--- config.mk ---
export PLATFORM = sky130hd
export DESIGN_NAME = vga_layer_sched
export DESIGN_NICKNAME = d
export VERILOG_FILES = /design/src/rtl/vga_layer_pkg.sv /design/src/rtl/btn_debounce.sv /design/src/rtl/vga_layer_sched.sv
export SDC_FILE = /design/constraint.sdc
export NUM_CORES = 1
export LEC_CHECK = 0
export ABC_AREA = 1
export CAP_MARGIN = 20
export CORE_MARGIN = 5
export CORE_UTILIZATION = 62
export DETAILED_ROUTE_END_ITERATION = 7
export PLACE_DENSITY = 0.8
export SETUP_SLACK_MARGIN = 0.1
export SKIP_CTS_REPAIR_TIMING = 1
export SYNTH_ARGS = -nofsm -noshare
export SYNTH_HDL_FRONTEND = slang
export SYNTH_SLANG_ARGS = --single-unit
--- constraint.sdc ---
create_clock -name clk_in -period 3.8 [get_ports clk_in]
set_input_delay 0.38 -clock clk_in [delete_from_list [all_inputs] [get_ports clk_in]]
set_output_delay 0.38 -clock clk_in [all_outputs]
set_load 0.01 [all_outputs]
--- src/rtl/vga_layer_pkg.sv ---
`timescale 1ns/1ps
`default_nettype none
// ============================================================================
// Module : vga_layer_pkg
// Brief  : Layer-select word types, bit positions, mode table, debounce states
// Rev    : 1.0
// ============================================================================
package vga_layer_pkg;

  typedef logic [3:0] sel_t;

  localparam int SEL_MASK  = 0;
  localparam int SEL_ZOOM  = 1;
  localparam int SEL_XHAIR = 2;
  localparam int SEL_EDGE  = 3;

  // Listed highest index first so MODE_TABLE[0] is 4'h0 and MODE_TABLE[7] is 4'hF.
  localparam sel_t [7:0] MODE_TABLE = {4'hF, 4'h2, 4'hC, 4'h8, 4'h5, 4'h4, 4'h1, 4'h0};

  typedef enum logic [1:0] {
    DB_REL     = 2'd0,
    DB_REL_CHK = 2'd1,
    DB_PRS     = 2'd2,
    DB_PRS_CHK = 2'd3
  } db_state_t;

endpackage
`default_nettype wire

--- src/rtl/btn_debounce.sv ---
`timescale 1ns/1ps
`default_nettype none
// ============================================================================
// Module : btn_debounce
// Brief  : Two-flop synchronizer, level debounce FSM, one-cycle press pulse
// Rev    : 1.0
// ============================================================================
module btn_debounce
  import vga_layer_pkg::*;
#(
  parameter int DEBOUNCE_CYCLES = 742_500
) (
  input  logic clk,
  input  logic rst,
  input  logic i_btn,
  output logic o_press
);

  localparam int CW = $clog2(DEBOUNCE_CYCLES + 1);
  localparam logic [CW-1:0] c_cnt_last = CW'(DEBOUNCE_CYCLES - 1);

  logic [1:0]    r_sync;
  db_state_t     r_state;
  db_state_t     w_state_nxt;
  logic [CW-1:0] r_cnt;
  logic [CW-1:0] w_cnt_nxt;
  logic          r_press;
  logic          w_press_nxt;
  logic          w_btn_s;

  assign w_btn_s = r_sync[1];
  assign o_press = r_press;

  always_ff @(posedge clk or posedge rst) begin
    if (rst) begin
      r_sync  <= 2'b00;
      r_state <= DB_REL;
      r_cnt   <= '0;
      r_press <= 1'b0;
    end else begin
      r_sync  <= {r_sync[0], i_btn};
      r_state <= w_state_nxt;
      r_cnt   <= w_cnt_nxt;
      r_press <= w_press_nxt;
    end
  end

  // Any opposite sample during a check window falls straight back to the stable state.
  always_comb begin
    w_state_nxt = r_state;
    w_cnt_nxt   = r_cnt;
    w_press_nxt = 1'b0;
    unique case (r_state)
      DB_REL: begin
        if (w_btn_s) begin
          w_state_nxt = DB_REL_CHK;
          w_cnt_nxt   = '0;
        end
      end
      DB_REL_CHK: begin
        if (!w_btn_s) begin
          w_state_nxt = DB_REL;
        end else begin
          w_cnt_nxt = r_cnt + 1'b1;
          if (r_cnt + 1'b1 == c_cnt_last) begin
            w_state_nxt = DB_PRS;
            w_press_nxt = 1'b1;
          end
        end
      end
      DB_PRS: begin
        if (!w_btn_s) begin
          w_state_nxt = DB_PRS_CHK;
          w_cnt_nxt   = '0;
        end
      end
      DB_PRS_CHK: begin
        if (w_btn_s) begin
          w_state_nxt = DB_PRS;
        end else begin
          w_cnt_nxt = r_cnt + 1'b1;
          if (r_cnt + 1'b1 == c_cnt_last) begin
            w_state_nxt = DB_REL;
          end
        end
      end
    endcase
  end

endmodule
`default_nettype wire

--- src/rtl/vga_layer_sched.sv ---
`timescale 1ns/1ps
`default_nettype none
// ============================================================================
// Module : vga_layer_sched
// Brief  : Mode/auto/force sequencing of the VGA layer-select word, frame-aligned
// Rev    : 1.0
// ============================================================================
module vga_layer_sched
  import vga_layer_pkg::*;
#(
  parameter int DEBOUNCE_CYCLES = 742_500,
  parameter int AUTO_FRAMES     = 120,
  parameter int NUM_MODES       = 8
) (
  input  logic       clk_in,
  input  logic       rst_in,
  input  logic       mode_btn_in,
  input  logic       auto_in,
  input  logic       new_frame_in,
  input  logic       force_en_in,
  input  logic [3:0] force_sel_in,
  output logic [3:0] sel_out,
  output logic [2:0] mode_out,
  output logic       press_out,
  output logic       pending_out
);

  localparam int FW = $clog2(AUTO_FRAMES + 1);
  localparam logic [FW-1:0] c_frame_last = FW'(AUTO_FRAMES - 1);
  localparam logic [2:0]    c_mode_last  = 3'(NUM_MODES - 1);

  logic          w_press;
  logic [2:0]    r_mode;
  logic [FW-1:0] r_frame_cnt;
  sel_t          r_sel;
  logic          r_pending;
  sel_t          w_pend;
  logic          w_auto_step;
  logic          w_advance;

  btn_debounce #(
    .DEBOUNCE_CYCLES(DEBOUNCE_CYCLES)
  ) u_btn_debounce (
    .clk    (clk_in),
    .rst    (rst_in),
    .i_btn  (mode_btn_in),
    .o_press(w_press)
  );

  assign w_pend      = force_en_in ? force_sel_in : MODE_TABLE[r_mode];
  assign w_auto_step = auto_in && new_frame_in && (r_frame_cnt == c_frame_last);
  // A press coinciding with an auto step still moves the mode by exactly one.
  assign w_advance   = w_press || w_auto_step;

  always_ff @(posedge clk_in or posedge rst_in) begin
    if (rst_in) begin
      r_mode      <= 3'd0;
      r_frame_cnt <= '0;
      r_sel       <= '0;
      r_pending   <= 1'b0;
    end else begin
      if (w_advance) begin
        r_mode <= (r_mode == c_mode_last) ? 3'd0 : r_mode + 3'd1;
      end
      if (!auto_in || w_auto_step) begin
        r_frame_cnt <= '0;
      end else if (new_frame_in) begin
        r_frame_cnt <= r_frame_cnt + 1'b1;
      end
      // Commit uses the pre-update mode, so same-cycle changes land next frame.
      if (new_frame_in) begin
        r_sel <= w_pend;
      end
      r_pending <= (w_pend != r_sel);
    end
  end

  assign sel_out     = r_sel;
  assign mode_out    = r_mode;
  assign press_out   = w_press;
  assign pending_out = r_pending;

endmodule
`default_nettype wire

==> impl_metrics.toml <==
[synth]
yosys-top-cells-area = "dfrtp_1 42%, nand2_1 13%, nor2_1 5.7%, inv_1 5.6%, o21ai_0 4.0%"
synthAdderAreaFrac_pct = 3.18
synth_top_area_cell = "dfrtp_1"
ys_top_cells_by_count = "82 x nand2_1, 40 x dfrtp_1, 36 x nor2_1"
synth_compound_area_share_pct = 9.12
synthFlopType = "dfrtp_1"
synth_top_family_by_area = "simple AND/OR/NAND/NOR gates"
synth_top_area_share_pct = 42.4
synth_area_um2 = 2360
synth_edf_count = 0
synth-seq-cells = 40
ys.warnings.count = 0
synth_mux_area_share_pct = 0
yosys.cell_count.top_type = "nand2_1"
ys_types = 30
syn_area_per_cell_um2 = 7.73
synth_nets = 321
async_reset_ff_share_pct = 100
synthSimpleGateAreaFrac_pct = 34.7
syn_inst = 305
yosys.area_share.xor_xnor_pct = 3.71
ys_seq_area_share_pct = 42.4

[critical_path]
crit_family = "simple AND/OR/NAND/NOR gates"
rr_worst_depth = 7
crit_chain = "inv_1, nor2_1, nor2_1, inv_1, nand2_1, inv_1, a22o_1"
slowest_stage = "nand2_1"
crit_path_start_kind = "register"
crit_fanout = 16
cp_common_cell = "inv_1"
worstPathArrival_ns = 2.46
end_kind = "register"
cp.required_ns = 3.98
crit_cells = 7
critical-path-max-stage-delay_ns = 0.43
timing.critical_path.buf_inv = 3
crit_type = "register to register"

[drt]
wl_per_cell_um = 12.2
drt_wl_total_um = 4570
drc = 0
wl_met1_um = 2200
antenna_left = 0
highest_layer = "met4"
dr_wl_met2_um = 2060
drt_iter0_drc = 144
first_pass_iters = 5
vias = 2000
via_per_inst = 5.33
wl_met3_um = 260

[die]
initial_core_util_pct = 64.4
row_count = 22
boundaryPins = 19
core_area_um2 = 3660
design.die.area_um2 = 5140
die_w_um = 71.7
die_h_um = 71.7

[clocking]
cts.sinks = 40
cts_tree = "yes"
cts_buffer_depth = 2
numCtsBuffers = 5
insertion_delay_ns = 0.29
clockRootBuffer = "clkbuf_8"
clk_pin_slew_ns = 0.08
cts_max_level = 2

[placed_design]
port_buffers = 18
dp_cells = 368
dp_hpwl_um = 3510
gp_congestion = 0.893

[cells_and_area]
diodes = 0
fill_cells = 299
nNetsFinal = 343
drive_gt1_share_pct = 9.79
stdcell_count = 375
area_delta_synth_final_pct = 12.9

[timing]
fin_setup_tns_ns = 0
setup_viol = 0
slew-limit-headroom_pct = 67.0
fmax_mhz = 438
hold_viol = 0
worstMarginPinSlew_ns = 0.495
whs_ns = 0.363
period_minus_slack_ns = 2.28
worst_clock_skew_ns = 0.00470
rsz0062_at_grt = "false"
slew_viol_final = 0
fin_crit_sh_pct = 60.1

[power]
combPwrFrac_pct = 9.0
p_seq_share_pct = 57.1
p_leak_uw = 0.00118
ir_worst_vdd_uv = 268
swShare_pct = 24.6
pwr-share-clk_pct = 33.9
intPower_uw = 593
switchingPower_uw = 193
finalPower_uw = 786
p_per_area_nw_per_um2 = 295

[grt]
overflow = 0
grt_usage_pct = 19.0
grt_max_degree = 41
antenna_found_initial = 0
grt_pass1_vias = 1809
grt_pass1_wl_um = 7850

[flow_run]
cap_viol_max_count = 0

[min_path]
min_path_type = "register to register"
whs_path_depth = 0

[run_status]
outcome = "complete, no violations"
## metal layers
metal	GRT usage, %	up-vias
met4	6.05	0
met5	0	-
li1	-	1030
met2	29.1	48
met1	27.2	916
met3	3.51	6
## power by group through the flow
stage	clock network (uW)	registers [uW]	logic (uW)
after detailed placement	0	457	72.0
after global placement	0	457	71.2
after global routing	294	451	79.6
after floorplan	0	456	42.7
final	266	449	70.8
after CTS	275	449	72.0
## sequential cells by signal, summed over array words and instances, names as in the netlist, named ones only
register,cells
u_btn_debounce.r_cnt,20
r_frame_cnt,7
sel_out,4
mode_out,3
u_btn_debounce.r_sync,2
pending_out,1
u_btn_debounce.o_press,1
u_btn_debounce.r_state,1
## cells in the final DEF, fill, tap and decap left out
master            n
a21oi_1           5
a22o_1            2
and2_1            1
buf_4             1
clkbuf_8          5
clkdlybuf4s50_1  18
clkinv_2          1
clkinvlp_4        1
dfrtp_1          40
ha_1              6
inv_1            35
inv_2             1
nand2_1          82
nand2_2           6
nand2_4           1
nand3_1          15
nand3_2           4
nand4_1           6
nor2_1           36
nor2_2            4
nor2_4            5
nor2_8            1
nor3_1            4
nor3_2            1
nor3b_1           4
o21ai_0          19
o21ai_1           2
o21bai_2          1
o22ai_1           9
or4_1             1
xnor2_1           2
xor2_1            8
## worst paths after layout
kind,startpoint,end,slack [ns]
setup reg to reg,u_btn_debounce.r_sync[1]$_DFF_PP0_,u_btn_debounce.r_cnt[5]$_DFFE_PP0P_,1.52
hold reg to reg,u_btn_debounce.r_sync[0]$_DFF_PP0_,u_btn_debounce.r_sync[1]$_DFF_PP0_,0.36
max in group asynchronous,rst_in,u_btn_debounce.r_cnt[0]$_DFFE_PP0P_,2.93
setup / recovery,u_btn_debounce.r_sync[1]$_DFF_PP0_,u_btn_debounce.r_cnt[5]$_DFFE_PP0P_,1.52
min in group asynchronous,rst_in,r_frame_cnt[2]$_DFFE_PP0P_,0.53
hold / removal,u_btn_debounce.r_sync[0]$_DFF_PP0_,u_btn_debounce.r_sync[1]$_DFF_PP0_,0.36
## cells by family (layout without fill, tap and decap cells)
kind of cell | after synthesis | count (layout)
compound gates | 38 | 38
xor+xnor | 10 | 10
fa+ha+maj | 6 | 6
buf+inv | 40 | 62
flops | 40 | 40
simple gates | 171 | 171
## area by class of cell
class,count,area (um2),area share (%)
Tap cell,48,60.1,2.26
Clock inverter,2,12.5,0.470
Timing Repair Buffer,19,188,7.05
Sequential cell,40,1000,37.6
Inverter,36,135,5.08
Clock buffer,5,68.8,2.58
Multi-Input combinational cell,225,1200,45.0
## worst register-to-register path: stages, from the launching register on
cell	delay, ns
dfrtp_1	0.38
inv_1	0.10
nor2_1	0.05
nor2_1	0.35
inv_1	0.36
nand2_1	0.43
inv_1	0.26
a22o_1	0.25
## metrics by stage
step           util (%)  setup slack (ns)  instance area [um2]
2_1_floorplan         -              2.12                 2360
3_3_place_gp       70.5              1.56                 2580
3_5_place_dp       70.5              1.54                 2580
4_1_cts            72.7              1.53                 2660
5_1_grt            72.7              1.25                 2660
6_report           72.7              1.52                 2660
(Power assumes the default switching activity.)
